--- src/rtl/td4_program_loader.sv ---
// Program-memory responder for the TD4 CPU: a 16 x 8 instruction store filled over a
// byte-wide valid/ready port and released to the CPU only after a trailing checksum matches.
module td4_program_loader #(
    parameter logic [7:0] NOP_INSTR = 8'h00
) (
    input  logic       clk,
    input  logic       rst,
    input  logic       load_start,
    input  logic       load_valid,
    input  logic [7:0] load_data,
    output logic       load_ready,
    input  logic [3:0] addr,
    output logic [7:0] instr,
    output logic       cpu_run,
    output logic       load_error,
    output logic [4:0] load_count
);

    typedef enum logic [2:0] {
        ST_IDLE  = 3'd0,
        ST_LOAD  = 3'd1,
        ST_CHECK = 3'd2,
        ST_RUN   = 3'd3,
        ST_ERROR = 3'd4
    } state_t;

    state_t     state_r;
    logic [7:0] mem_r [16];
    logic [7:0] sum_r;
    logic       transfer_s;
    logic [7:0] chk_sum_s;

    // Handshake decode, checksum residue and the CPU-facing instruction mux.
    always_comb begin
        transfer_s = load_valid && load_ready;
        chk_sum_s  = sum_r + load_data;
        if (cpu_run) begin
            instr = mem_r[addr];
        end else begin
            instr = NOP_INSTR;
        end
    end

    // Instruction store; a restart pulse wins over any byte offered in the same cycle.
    always_ff @(posedge clk or posedge rst) begin
        if (rst) begin
            for (int i = 0; i < 16; i++) begin
                mem_r[i] <= 8'h00;
            end
        end else if (!load_start && (state_r == ST_LOAD) && transfer_s) begin
            mem_r[load_count[3:0]] <= load_data;
        end
    end

    // Load sequencer with registered status outputs.
    always_ff @(posedge clk or posedge rst) begin
        if (rst) begin
            state_r    <= ST_IDLE;
            sum_r      <= 8'h00;
            load_count <= 5'd0;
            load_ready <= 1'b0;
            cpu_run    <= 1'b0;
            load_error <= 1'b0;
        end else if (load_start) begin
            state_r    <= ST_LOAD;
            sum_r      <= 8'h00;
            load_count <= 5'd0;
            load_ready <= 1'b1;
            cpu_run    <= 1'b0;
            load_error <= 1'b0;
        end else begin
            case (state_r)
                ST_IDLE: begin
                    state_r <= ST_IDLE;
                end
                ST_LOAD: begin
                    if (transfer_s) begin
                        sum_r      <= sum_r + load_data;
                        load_count <= load_count + 5'd1;
                        if (load_count == 5'd15) begin
                            state_r <= ST_CHECK;
                        end else begin
                            state_r <= ST_LOAD;
                        end
                    end else begin
                        state_r <= ST_LOAD;
                    end
                end
                ST_CHECK: begin
                    if (transfer_s) begin
                        load_count <= 5'd17;
                        load_ready <= 1'b0;
                        if (chk_sum_s == 8'h00) begin
                            state_r <= ST_RUN;
                            cpu_run <= 1'b1;
                        end else begin
                            state_r    <= ST_ERROR;
                            load_error <= 1'b1;
                        end
                    end else begin
                        state_r <= ST_CHECK;
                    end
                end
                ST_RUN: begin
                    state_r <= ST_RUN;
                end
                ST_ERROR: begin
                    state_r <= ST_ERROR;
                end
                default: begin
                    state_r    <= ST_IDLE;
                    sum_r      <= 8'h00;
                    load_count <= 5'd0;
                    load_ready <= 1'b0;
                    cpu_run    <= 1'b0;
                    load_error <= 1'b0;
                end
            endcase
        end
    end

endmodule

--- config.mk ---
export PLATFORM = sky130hd
export DESIGN_NAME = td4_program_loader
export DESIGN_NICKNAME = d
export VERILOG_FILES = /design/src/rtl/td4_program_loader.sv
export SDC_FILE = /design/constraint.sdc
export NUM_CORES = 1
export LEC_CHECK = 0
export ABC_AREA = 0
export BUFFER_PORTS_ARGS = -buffer_cell sky130_fd_sc_hd__buf_2
export CORE_ASPECT_RATIO = 0.8
export CORE_MARGIN = 2
export CORE_UTILIZATION = 40
export CTS_CLUSTER_DIAMETER = 60
export DETAILED_ROUTE_END_ITERATION = 16
export SYNTH_ARGS = -nofsm -noshare
export SYNTH_HDL_FRONTEND = slang
export SYNTH_SLANG_ARGS = --single-unit
--- constraint.sdc ---
create_clock -name clk -period 6.98 [get_ports clk]
set_input_delay 1.396 -clock clk [delete_from_list [all_inputs] [get_ports clk]]
set_output_delay 1.396 -clock clk [all_outputs]
set_load 0.05 [all_outputs]
== After elaboration in Yosys (flattened, before gate mapping) ==
Cells that the tools add are included.
Storage, ports and cells
  logic and storage cells: 87
  register bits: 147
  output and inout port bits: 16
  input bits: 16
Operators by class
  equal/unequal tests: 12
  $add $sub $neg: 2
  bitwise gates (word level): 2
  $lt $le $gt $ge: 3
  reductions and logical operators: 15
  multiplexer cells: 31
Operators with widths (count)
  128-bit bitwise mux: 1
  8-bit 2-to-1 mux: 6
  8-bit binary-select mux with 4-bit select: 1
  8-bit demux with 4-bit select: 1
  8-bit case mux with 2 select lines: 1
  5-bit 2-to-1 mux: 3
  5-bit case mux with 3 select lines: 1
  3-bit 2-to-1 mux: 4
  3-bit inequality test, second input constant: 4
  3-bit case mux with 4 select lines: 1
  5-bit greater-or-equal comparator, second input constant: 2
  4-bit inverter with 5-bit output: 2
  3-bit AND reduction: 3
  8-bit adder: 1
  8-bit zero test: 1
  1-bit 2-to-1 mux: 8
  4-bit OR reduction: 2
  3-bit by 2-bit equality test with 1-bit output, second input constant: 2
  2-bit by 1-bit inequality test with 1-bit output, second input constant: 3
  1-bit case mux with 2 select lines: 3
  5-bit by 1-bit adder with 5-bit output, second input constant: 1
  5-bit by 4-bit equality test with 1-bit output, second input constant: 1
  5-bit by 1-bit less-than comparator with 1-bit output, second input constant: 1
  1-bit logical AND: 4
  other kinds (7): 8

== Longest topological paths before layout ==
  depth after elaboration: 6
  mapped depth: 9
  depth with buffers taken out: 9

== Worst setup path after synthesis ==
OpenSTA, ideal clock, no wires.
  path type: input port to output port
  start: input addr[0]
  end: output instr[0]
  path buffers: 2
  slack: 2.627 ns
  data arrival time: 2.957 ns
  data required time: 5.584 ns
  stages: 5
  cell sequence: buf_6 buf_12 mux4_1 mux4_2 and2_1
Between the ends
  cells in the longest elaborated chain, start to end: 5
RTL lines
  start: declaration: line 12  | input logic [3:0] addr,
  4-bit inverter with 5-bit output (implied by the code): line 38  | instr = mem_r[addr];
  8-bit binary-select mux with 4-bit select: line 38
  8-bit 2-to-1 mux (implied by the code) (2 in a row): line 38
  8-bit 2-to-1 mux: line 37  | if (cpu_run) begin
  end: declaration: line 13  | output logic [7:0] instr,
No other way between the ends. The select of a mux whose other input is x is not followed.

== Worst setup path in the final report ==
  start: input addr[0]
  end: output instr[7]
Same word-level chain as after synthesis.

==> qor.yml <==
start_kind: "primary input"
r2r_slack_ns: 4.35
yosysTopAreaCell: "dfrtp_1"
mostFrequentLayoutCell: "dfrtp_1"
io_buffers: 31
min_path_cells: 2
grtUsageTotal_pct: 18.75
post_drt_wl_per_cell_um: 21.90
routabilityCongestion: 0.7822
drtIter0Drc: 203
drc_errors: 0
hold_viol: 0
n_antenna_cell: 0
finalSetupTns_ns: 0
h-tree-depth: 4
vdd_ir_drop_max_uv: 146.5
syn_to_final_growth_pct: 11.69
fillers: 1544
synth_compound_area_share_pct: 4.262
worstSetupPathType: "in2out"
layout-drive-gt1-share_pct: 20.38
syn_avg_cell_area_um2: 14.65
p_per_area_mw_per_mm2: 255.9
synth_edf_count: 0
worstPathRequired_ns: 5.58
finalPower_mw: 2.065
min-delay-path-class: "reg2reg"
worstReg2RegEnd: "mem_r[27]"
placedCellCount: 725
start_util_pct: 41.30
ios: 32
cts_setup_buffers: 0
path_max_fanout: 32
synth_top_family_by_area: "multiplexers"
grt_pass1_wl_mm: 26.27
clkLatencyLatePin_ns: 0.42
cts_resized: 0
max_cap_violations: 0
finalCriticalPeriod_ns: 5.190
hold_path.startpoint: "mem_r[25]"
ys_types: 49
worstMarginPinSlew_ns: 1.111
max_slew_margin_pct: 25.93
yosys.area_share.adder_pct: 2.356
fin_skew_ns: 0.008936
antenna_found_initial: 0
min_period_over_period_pct: 74.35
drt-total-wl_mm: 16.53
maxSlewViolCount: 0
setup_viol: 0
rsz0062_at_grt: "false"
critPathCaptureType: "output pin"
root_buffer: "clkbuf_16"
ant_nets: 0
cts_buffer_depth: 2
synth.ff_latch_count: 147
synth-simple-area-share_pct: 7.536
route.vias.total: 4321
final_cells: 755
cts_made_buffers: 17
ff2ff_path_depth: 5
synthMuxAreaShare_pct: 30.77
core.rowCount: 43
netlist_area_mm2: 0.007222
final_cell_mix: "147 x dfrtp_1, 105 x mux2_1, 31 x buf_2"
viasPerCell: 5.723
grt_pass1_vias: 4514
async_reset_ff_share_pct: 100.0
final_util_pct: 46.13
holdPathEnd: "mem_r[25]"
ys_seq_area_share_pct: 50.94
dpl.hpwl_mm: 10.34
nets: 548
synth.area.top_cells: "dfrtp_1 51%, mux2_1 16%, mux4_2 7.5%"
die_area_mm2: 0.01915
crit_arrival_ns: 3.79
status: "finished clean"
core_mm2: 0.01749
ys.flop_type: "dfrtp_1"
power_leakage_nw: 3.967
die_y_um: 124.2
firstDrtPassIters: 4
cts_tree: "done"
reg2reg_from: "state_r[1]"
yosysWarnings: 0
fmax_mhz: 192.7
hold_ws_ns: 0.4733
post_cts_hold_buffer_count: 0
synth_xor_area_share_pct: 0.9702
clkTransAtPathRegs_ns: 0.05
cts_sinks: 147
netlist_instances: 493
grt_max_degree: 78
overflow: 0
die_w_um: 154.2
yosysTopAreaCellShare_pct: 50.94
syn-num-nets: 522
==> stage by stage <==
step	cell area (um2)	setup WS [ns]
6_report	8066	1.790
5_1_grt	8066	1.667
4_1_cts	8066	1.748
3_5_place_dp	7496	1.758
3_3_place_gp	7496	1.786
2_1_floorplan	7222	1.633
==> synth_stat cells (all sizes together), types with 8 or more instances <==
library cell and count:
dfrtp 147, mux2 112, mux4 40, o21ai 30
nand2 26, nand3 16, nor2 15, buf 13
clkbuf 13, ha 12, inv 10, and2 8
==> report_power, final <==
part | switching, mW | total (mW) | internal [mW]
clock | 0.327 | 0.885 | 0.558
combinational | 0.115 | 0.218 | 0.103
sequential | 0.0380 | 0.962 | 0.924
==> registers in the layout (all words and copies together) (netlist names) <==
name and flops:
cpu_run 1, mem_r 128, load_error 1, load_ready 1, state_r 3, load_count 5
sum_r 8
==> cell families after synthesis <==
logic type      Yosys count
simple gates             86
buf+inv                  36
compound gates           51
xor+xnor                  8
flops                   147
fa+ha+maj                13
mux                     152
==> worst max path at each step <==
stage               startpoint  endpoint  slack (ns)  cells past startpoint
floorplan                  rst   cpu_run        1.63                      1
global placement       addr[0]  instr[7]        1.79                      5
detailed placement     addr[0]  instr[7]        1.76                      5
CTS                    addr[0]  instr[7]        1.75                      5
global route           addr[0]  instr[2]        1.67                      5
finish                 addr[0]  instr[7]        1.79                      5
==> area by class of cell <==
type	instances	area, um2	share of cell area, %
Tap cell	225	281.5	3.490
Inverter	10	42.54	0.5274
Multi-Input combinational cell	310	3323	41.20
Clock buffer	25	495.5	6.142
Clock inverter	5	75.07	0.9307
Timing Repair Buffer	33	170.2	2.110
Sequential cell	147	3679	45.60
==> metal layers <==
layer	up-vias	wire, um	global-route usage [%]
met5	-	0	0
met4	0	166	5.491
met3	15	849	3.688
met2	102	7465	28.87
met1	2292	8050	27.18
li1	1912	-	-
==> critical path, stage by stage <==
cell and delay, ns:
buf_2 0.82, mux4_1 0.67, mux4_2 0.46, and2_1 0.20, buf_2 0.22
Note: power is estimated with default switching activity, not from simulation.
